$ cat config.mk
export PLATFORM = sky130hd
export DESIGN_NAME = result_display_flat
export DESIGN_NICKNAME = d
export VERILOG_FILES = /design/src/rtl/result_display_pkg.sv /design/src/rtl/result_display_if.sv /design/src/rtl/result_display_seg7_decoder.sv /design/src/rtl/result_display.sv /design/src/flat_wrapper.sv
export SDC_FILE = /design/constraint.sdc
export NUM_CORES = 1
export LEC_CHECK = 0
export BUFFER_PORTS_ARGS = -buffer_cell sky130_fd_sc_hd__buf_4
export CORE_ASPECT_RATIO = 1.75
export CORE_MARGIN = 10
export CORE_UTILIZATION = 57
export CTS_CLUSTER_SIZE = 16
export DETAILED_ROUTE_END_ITERATION = 8
export PLACE_DENSITY = 0.79
export REMOVE_ABC_BUFFERS = 1
export SLEW_MARGIN = 20
export SYNTH_ARGS = -nofsm -noshare
export SYNTH_HDL_FRONTEND = slang
export SYNTH_SLANG_ARGS = --single-unit
$ cat constraint.sdc
create_clock -name clock -period 3.3 [get_ports clock]
set_input_delay 0.66 -clock clock [delete_from_list [all_inputs] [get_ports clock]]
set_output_delay 0.66 -clock clock [all_outputs]
set_load 0.03 [all_outputs]
$ cat src/rtl/result_display_pkg.sv
// rtl/result_display_pkg.sv - shared types, segment constants and BCD step helper for result_display
package display_pkg;

  typedef enum logic {
    CONV_IDLE  = 1'b0,
    CONV_SHIFT = 1'b1
  } conv_state_t;

  localparam logic [6:0] SEG_BLANK = 7'b1111111;
  localparam logic [6:0] SEG_DASH  = 7'b0111111;
  localparam int         BCD_ITERS = 8;

  // One shift-add-3 iteration on {hundreds, tens, ones, binary}.
  function automatic logic [19:0] shift_step(input logic [19:0] s);
    logic [19:0] t;
    t = s;
    for (int i = 0; i < 3; i++) begin
      if (t[8+4*i +: 4] >= 4'd5) t[8+4*i +: 4] = t[8+4*i +: 4] + 4'd3;
    end
    return {t[18:0], 1'b0};
  endfunction

endpackage

$ cat src/rtl/result_display_if.sv
// rtl/result_display_if.sv - processor-to-display bus with master/slave views
interface result_display_if;
  logic        Halt;
  logic [7:0]  Moutput;
  logic [3:0]  DisplayState;
  logic [11:0] bcd;
  logic        valid;
  logic        busy;
  logic [6:0]  seg;
  logic [3:0]  an;

  modport master (output Halt, Moutput, DisplayState,
                  input  bcd, valid, busy, seg, an);
  modport slave  (input  Halt, Moutput, DisplayState,
                  output bcd, valid, busy, seg, an);
endinterface

$ cat src/rtl/result_display_seg7_decoder.sv
// rtl/result_display_seg7_decoder.sv - combinational hex to active-low {g..a} decoder with dash/blank
module seg7_decoder
  import display_pkg::*;
(
  input  logic [3:0] value,
  input  logic       blank,
  input  logic       dash,
  output logic [6:0] seg
);

  always_comb begin
    seg = SEG_BLANK;
    if (dash) begin
      seg = SEG_DASH;
    end else if (!blank) begin
      case (value)
        4'h0: seg = 7'b1000000;
        4'h1: seg = 7'b1111001;
        4'h2: seg = 7'b0100100;
        4'h3: seg = 7'b0110000;
        4'h4: seg = 7'b0011001;
        4'h5: seg = 7'b0010010;
        4'h6: seg = 7'b0000010;
        4'h7: seg = 7'b1111000;
        4'h8: seg = 7'b0000000;
        4'h9: seg = 7'b0010000;
        4'hA: seg = 7'b0001000;
        4'hB: seg = 7'b0000011;
        4'hC: seg = 7'b1000110;
        4'hD: seg = 7'b0100001;
        4'hE: seg = 7'b0000110;
        default: seg = 7'b0001110;
      endcase
    end
  end

endmodule

$ cat src/rtl/result_display.sv
// rtl/result_display.sv - Halt-triggered binary-to-BCD capture and 4-digit 7-seg scan; RESULT_DISP_LZB_EN enables leading-zero blanking
module result_display
  import display_pkg::*;
#(
  parameter int SCAN_DIV = 50000
) (
  input  logic            clock,
  input  logic            reset,
  result_display_if.slave bus
);

  localparam int CW = (SCAN_DIV > 1) ? $clog2(SCAN_DIV) : 1;
  localparam logic [CW-1:0] CNT_MAX = CW'(SCAN_DIV - 1);

  logic        halt_q, cap_q;
  logic [7:0]  data_q;
  conv_state_t state, state_nxt;
  logic [19:0] sreg, sreg_step;
  logic [3:0]  count;
  logic [11:0] bcd_q;
  logic        valid_q;
  logic        busy_c, last_shift;
  logic [CW-1:0] scan_cnt;
  logic [1:0]  scan_idx;
  logic [3:0]  dig_val;
  logic        dig_blank, dig_dash;
  logic        hund_blank, tens_blank;

  // Capture is registered one stage, so loading happens the edge after the rise is seen.
  always_ff @(posedge clock) begin
    if (reset) begin
      halt_q <= 1'b0;
      cap_q  <= 1'b0;
      data_q <= '0;
    end else begin
      halt_q <= bus.Halt;
      cap_q  <= bus.Halt & ~halt_q;
      data_q <= bus.Moutput;
    end
  end

  always_ff @(posedge clock) begin
    if (reset) state <= CONV_IDLE;
    else       state <= state_nxt;
  end

  always_comb begin
    state_nxt = state;
    case (state)
      CONV_IDLE:  if (cap_q) state_nxt = CONV_SHIFT;
      CONV_SHIFT: if (!cap_q && last_shift) state_nxt = CONV_IDLE;
      default:    state_nxt = CONV_IDLE;
    endcase
  end

  always_comb begin
    busy_c     = (state == CONV_SHIFT);
    last_shift = (state == CONV_SHIFT) && (count == 4'(BCD_ITERS - 1));
  end

  assign sreg_step = shift_step(sreg);

  // A new capture always wins over a finishing shift, leaving bcd untouched.
  always_ff @(posedge clock) begin
    if (reset) begin
      sreg    <= '0;
      count   <= '0;
      bcd_q   <= '0;
      valid_q <= 1'b0;
    end else if (cap_q) begin
      sreg  <= {12'b0, data_q};
      count <= '0;
    end else if (state == CONV_SHIFT) begin
      sreg  <= sreg_step;
      count <= count + 4'd1;
      if (last_shift) begin
        bcd_q   <= sreg_step[19:8];
        valid_q <= 1'b1;
      end
    end
  end

  always_ff @(posedge clock) begin
    if (reset) begin
      scan_cnt <= '0;
      scan_idx <= '0;
    end else if (scan_cnt == CNT_MAX) begin
      scan_cnt <= '0;
      scan_idx <= scan_idx + 2'd1;
    end else begin
      scan_cnt <= scan_cnt + 1'b1;
    end
  end

`ifdef RESULT_DISP_LZB_EN
  assign hund_blank = (bcd_q[11:8] == 4'd0);
  assign tens_blank = (bcd_q[11:4] == 8'd0);
`else
  assign hund_blank = 1'b0;
  assign tens_blank = 1'b0;
`endif

  always_comb begin
    dig_val   = bcd_q[3:0];
    dig_blank = 1'b0;
    dig_dash  = ~valid_q;
    case (scan_idx)
      2'd3: begin dig_val = bus.DisplayState; dig_dash = 1'b0; end
      2'd2: begin dig_val = bcd_q[11:8]; dig_blank = hund_blank; end
      2'd1: begin dig_val = bcd_q[7:4];  dig_blank = tens_blank; end
      default: ;
    endcase
  end

  seg7_decoder u_dec (
    .value (dig_val),
    .blank (dig_blank),
    .dash  (dig_dash),
    .seg   (bus.seg)
  );

  assign bus.an    = ~(4'b0001 << scan_idx);
  assign bus.bcd   = bcd_q;
  assign bus.valid = valid_q;
  assign bus.busy  = busy_c;

endmodule

$ cat src/flat_wrapper.sv
// flat-port wrapper written by rule: the top's interface ports become plain ports
module result_display_flat import display_pkg::*;
#(
  parameter int SCAN_DIV = 50000
)
  (clock, reset, bus_Halt, bus_Moutput, bus_DisplayState, bus_bcd, bus_valid, bus_busy, bus_seg, bus_an);
  result_display_if bus_i ();
  input  logic clock;
  input  logic reset;
  input wire logic [$bits(bus_i.Halt)-1:0] bus_Halt;
  input wire logic [$bits(bus_i.Moutput)-1:0] bus_Moutput;
  input wire logic [$bits(bus_i.DisplayState)-1:0] bus_DisplayState;
  output wire logic [$bits(bus_i.bcd)-1:0] bus_bcd;
  output wire logic [$bits(bus_i.valid)-1:0] bus_valid;
  output wire logic [$bits(bus_i.busy)-1:0] bus_busy;
  output wire logic [$bits(bus_i.seg)-1:0] bus_seg;
  output wire logic [$bits(bus_i.an)-1:0] bus_an;
  assign bus_i.Halt = bus_Halt;
  assign bus_i.Moutput = bus_Moutput;
  assign bus_i.DisplayState = bus_DisplayState;
  assign bus_bcd = bus_i.bcd;
  assign bus_valid = bus_i.valid;
  assign bus_busy = bus_i.busy;
  assign bus_seg = bus_i.seg;
  assign bus_an = bus_i.an;
  result_display #(.SCAN_DIV(SCAN_DIV)) u_core (.clock(clock), .reset(reset), .bus(bus_i));
endmodule
==> results.md <==
| Item | Value |
|---|---|
| Initial cell density of the core | 57.95% |
| Number of enable flip-flop cells after synthesis | 0 |
| Final setup violation count | 0 |
| Port buffer count | 39 |
| Via count of the first global-routing pass | 2,610 |
| Worst Setup Path Type | reg -> out |
| Ys async rst share | 0% |
| Top post-synthesis cells by area | dfxtp_1 (41%), mux2i_1 (10%), nor2_1 (8.3%) |
| Peak supply drop | 0.3413 mV |
| Distinct cells, synth | 45 |
| Detailed-routing iteration count for the pre-antenna-repair pass | 6 |
| Most common cell in the netlist | nor2_1 |
| Nets | 435 |
| First DRT Iteration DRCs | 155 |
| Signal arrival time at the worst endpoint | 2.55 ns |
| Compound-cell area share of the yosys netlist | 9.938% |
| Count of standard-cell rows | 36 |
| Netlist area before placement | 3211 µm² |
| Boundary pin count | 40 |
| Mean post-synth cell area | 8.968 µm² |
| Status | completed |
| Post-synthesis share of cell area spent on full adders, half adders and majority gates | 7.794% |
| Number of H-tree levels | 3 |
| Predominant post-synthesis flop cell | dfxtp_1 |
| Share of the cycle needed by the critical path after routing | 97.27% |
| First-pass GRT wire length | 11,370 µm |
| Number of hold buffers added after CTS | 0 |
| Total count of max-transition violations in the final report | 0 |
| Type of destination of the critical path | output pin |
| Count of maximum capacitance violations | 0 |
| Reg clk slew, reported paths | 0.06 ns |
| Combined area of the multi-input logic cells | 1782 µm² |
| Post-detailed-route via-to-cell ratio | 5.432 |
| Antenna Nets Post-Route | 0 |
| Clk Tree Root Cell | clkbuf_8 |
| Die Outline Area | 9152 µm² |
| Antenna violations before repair | 0 |
| Area Overhead vs Synth | 19.41% |
| Final Routed Wirelength | 6823 µm |
| Routed wire length per instance | 14.19 µm |
| Number of hold violations in the final report | 0 |
| Final routed DRC violation total | 0 |
| Number of synthesized register bits | 66 |
| Synth area leader | dfxtp_1 |
| Tightest Pin Transition | 0.6962 ns |
| Tot GR Track Use | 14.73% |
| Final estimated routing congestion in global placement | 0.8887 |
| Simple-gate share of the synthesized area | 20.34% |
| Required time at the endpoint of the critical path | 2.64 ns |
| TritonCTS clock tree | yes |
| Crit Path Max Fanout | 7 |
| Leakage dissipation | 1.524 nW |
| Maximum number of pins on one net before global-route repair | 37 |
| Die Width | 76.73 µm |
| Vertical extent of the die | 119.3 µm |
| Post-layout power | 1.559 mW |
| Number of vias after detailed routing | 2,613 |
| Total clock buffers created by CTS | 9 |
| Buffers from clock root to sink, at most | 2 |
| Placeable core region | 5540 µm² |
| Maximum clock skew at final layout | 0.008740 ns |
| Tightest Hold Check Type | reg -> reg |
| Peak clock frequency supported by timing | 311.5 MHz |
| Congestion Overflow GR | 0 |
| Sequential share of the synthesized area | 41.15% |
| Dominant combinational cell family by area after synthesis | simple AND/OR/NAND/NOR gates |
| Detailed placer's ending HPWL | 4795 µm |
| Power per cell area | 406.5 nW/µm² |
| Proportion of synthesized area in mux cells | 9.977% |
| Final worst hold slack | 0.3836 ns |
| Critical Path Start Type | flop |
| Headroom to the max-slew limit | 52.67% |
| Proportion of layout cells with a drive suffix above 1 | 21.23% |
| Top post-synthesis cells by count | nor2_1 (71), dfxtp_1 (66), mux2i_1 (32) |
| Top cell type's share of synthesized area | 41.15% |
| Clock Latency Late Sink | 0.34 ns |
| Number of instances in the synthesized netlist | 358 |
| Sequential cell area in the final layout | 1324 µm² |
| # fillers | 441 |
| Number of antenna diodes | 0 |
| Total of warnings raised by yosys | 0 |
| CTS Sinks | 66 |
| Final period demand of the worst path | 3.210 ns |
| XOR/XNOR Fraction of Synth Area | 5.729% |
per-stage QoR:
stage	TNS, ns	setup WS (ns)	instance area, µm²	utilization (%)	instances
2_1_floorplan	0	0.2793	3127	-	342
3_3_place_gp	0	0.3111	3522	63.57	458
3_5_place_dp	0	0.2421	3522	63.57	458
4_1_cts	-0.02421	-0.02421	3737	67.46	474
5_1_grt	-0.09476	-0.02732	3834	69.20	481
6_report	0	0.08997	3834	69.20	481
layout make-up:
class                      instances  area share [%]
clock buffer                      15           5.124
clock inverter                     1          0.1305
inverter                          21           2.056
multi-input combinational        255           46.48
sequential                        66           34.53
tap                               76           2.480
timing repair buffer              47           9.204
cells by family (layout without fill, tap and decap cells):
kind of cell	count (synthesis)	after routing
DFF	66	66
adders and majority gates	20	20
muxes	32	32
xor gates and xnor gates	21	21
buffers and inverters	37	84
and+or+nand+nor	135	135
AOI/OAI and AO/OA	47	47
where the power goes:
part | internal [mW] | switching (mW) | leakage [nW] | total (mW)
clock network | 0.375 | 0.278 | 0.106 | 0.653
registers | 0.813 | 0.0153 | 0.537 | 0.828
logic | 0.0368 | 0.0403 | 0.882 | 0.0771
routing by layer:
layer,vias up,wire length (µm),track usage (%)
met5,-,0,0
li1,1299,-,-
met3,23,330,4.142
met1,1218,2671,14.65
met4,0,272,9.112
met2,73,3549,26.22
flip-flops by register name, summed over array words and instances (netlist names):
register          cells
u_core.halt_q         1
u_core.sreg          20
u_core.bus.valid      1
u_core.cap_q          1
u_core.data_q         8
u_core.scan_idx       2
u_core.bus.busy       1
u_core.scan_cnt      16
u_core.count          4
u_core.bus.bcd       12
cells in the final DEF (no fill, tap or decap), types with 2 or more instances in the layout:
cell      count
nor3_1        2
clkbuf_8     14
and4_1        3
mux2i_2       2
o221ai_1      3
nand4_1       4
inv_2         3
xnor2_1      10
a311oi_1      3
ha_4          2
nand3_1       9
a222oi_1      3
inv_1        18
dfxtp_1      64
nor2_1       70
o211ai_1      2
xor2_1       11
o21ai_0       5
a21oi_1      19
or2_2         2
nor3b_1       3
nand2_1      18
nand2b_1      4
ha_1         15
nor2b_1      10
mux2i_1      29
buf_4        47
ha_2          3
a211oi_1      4
dfxtp_2       2
path summary, 6_finish.rpt:
kind / depth (start not counted) / start / slack, ns / endpoint
setup / recovery: 8 / u_core.scan_idx[1] / 0.09 / bus_seg[4]
hold / removal: 1 / u_core.halt_q / 0.38 / u_core.cap_q
setup reg to reg: 6 / u_core.scan_cnt[0] / 1.47 / u_core.scan_cnt[11]
hold reg to reg: 1 / u_core.halt_q / 0.38 / u_core.cap_q
critical path, cell delays in order, from the launching register on:
cell and delay [ns]:
dfxtp_2 0.35, ha_1 0.28, a222oi_1 0.45, mux2i_4 0.18
inv_2 0.14, ha_2 0.24, mux2i_1 0.09, o221ai_1 0.26
buf_4 0.21
timing repair:
item | 4_1_cts | 5_1_grt
pin swaps | 1 | 2
hold endpoints to repair | 0 | 0
buffers inserted | 0 | 7
gates resized for setup | 4 | 12
setup endpoints to repair | 6 | 7
Power figures use the tool's default switching activity.
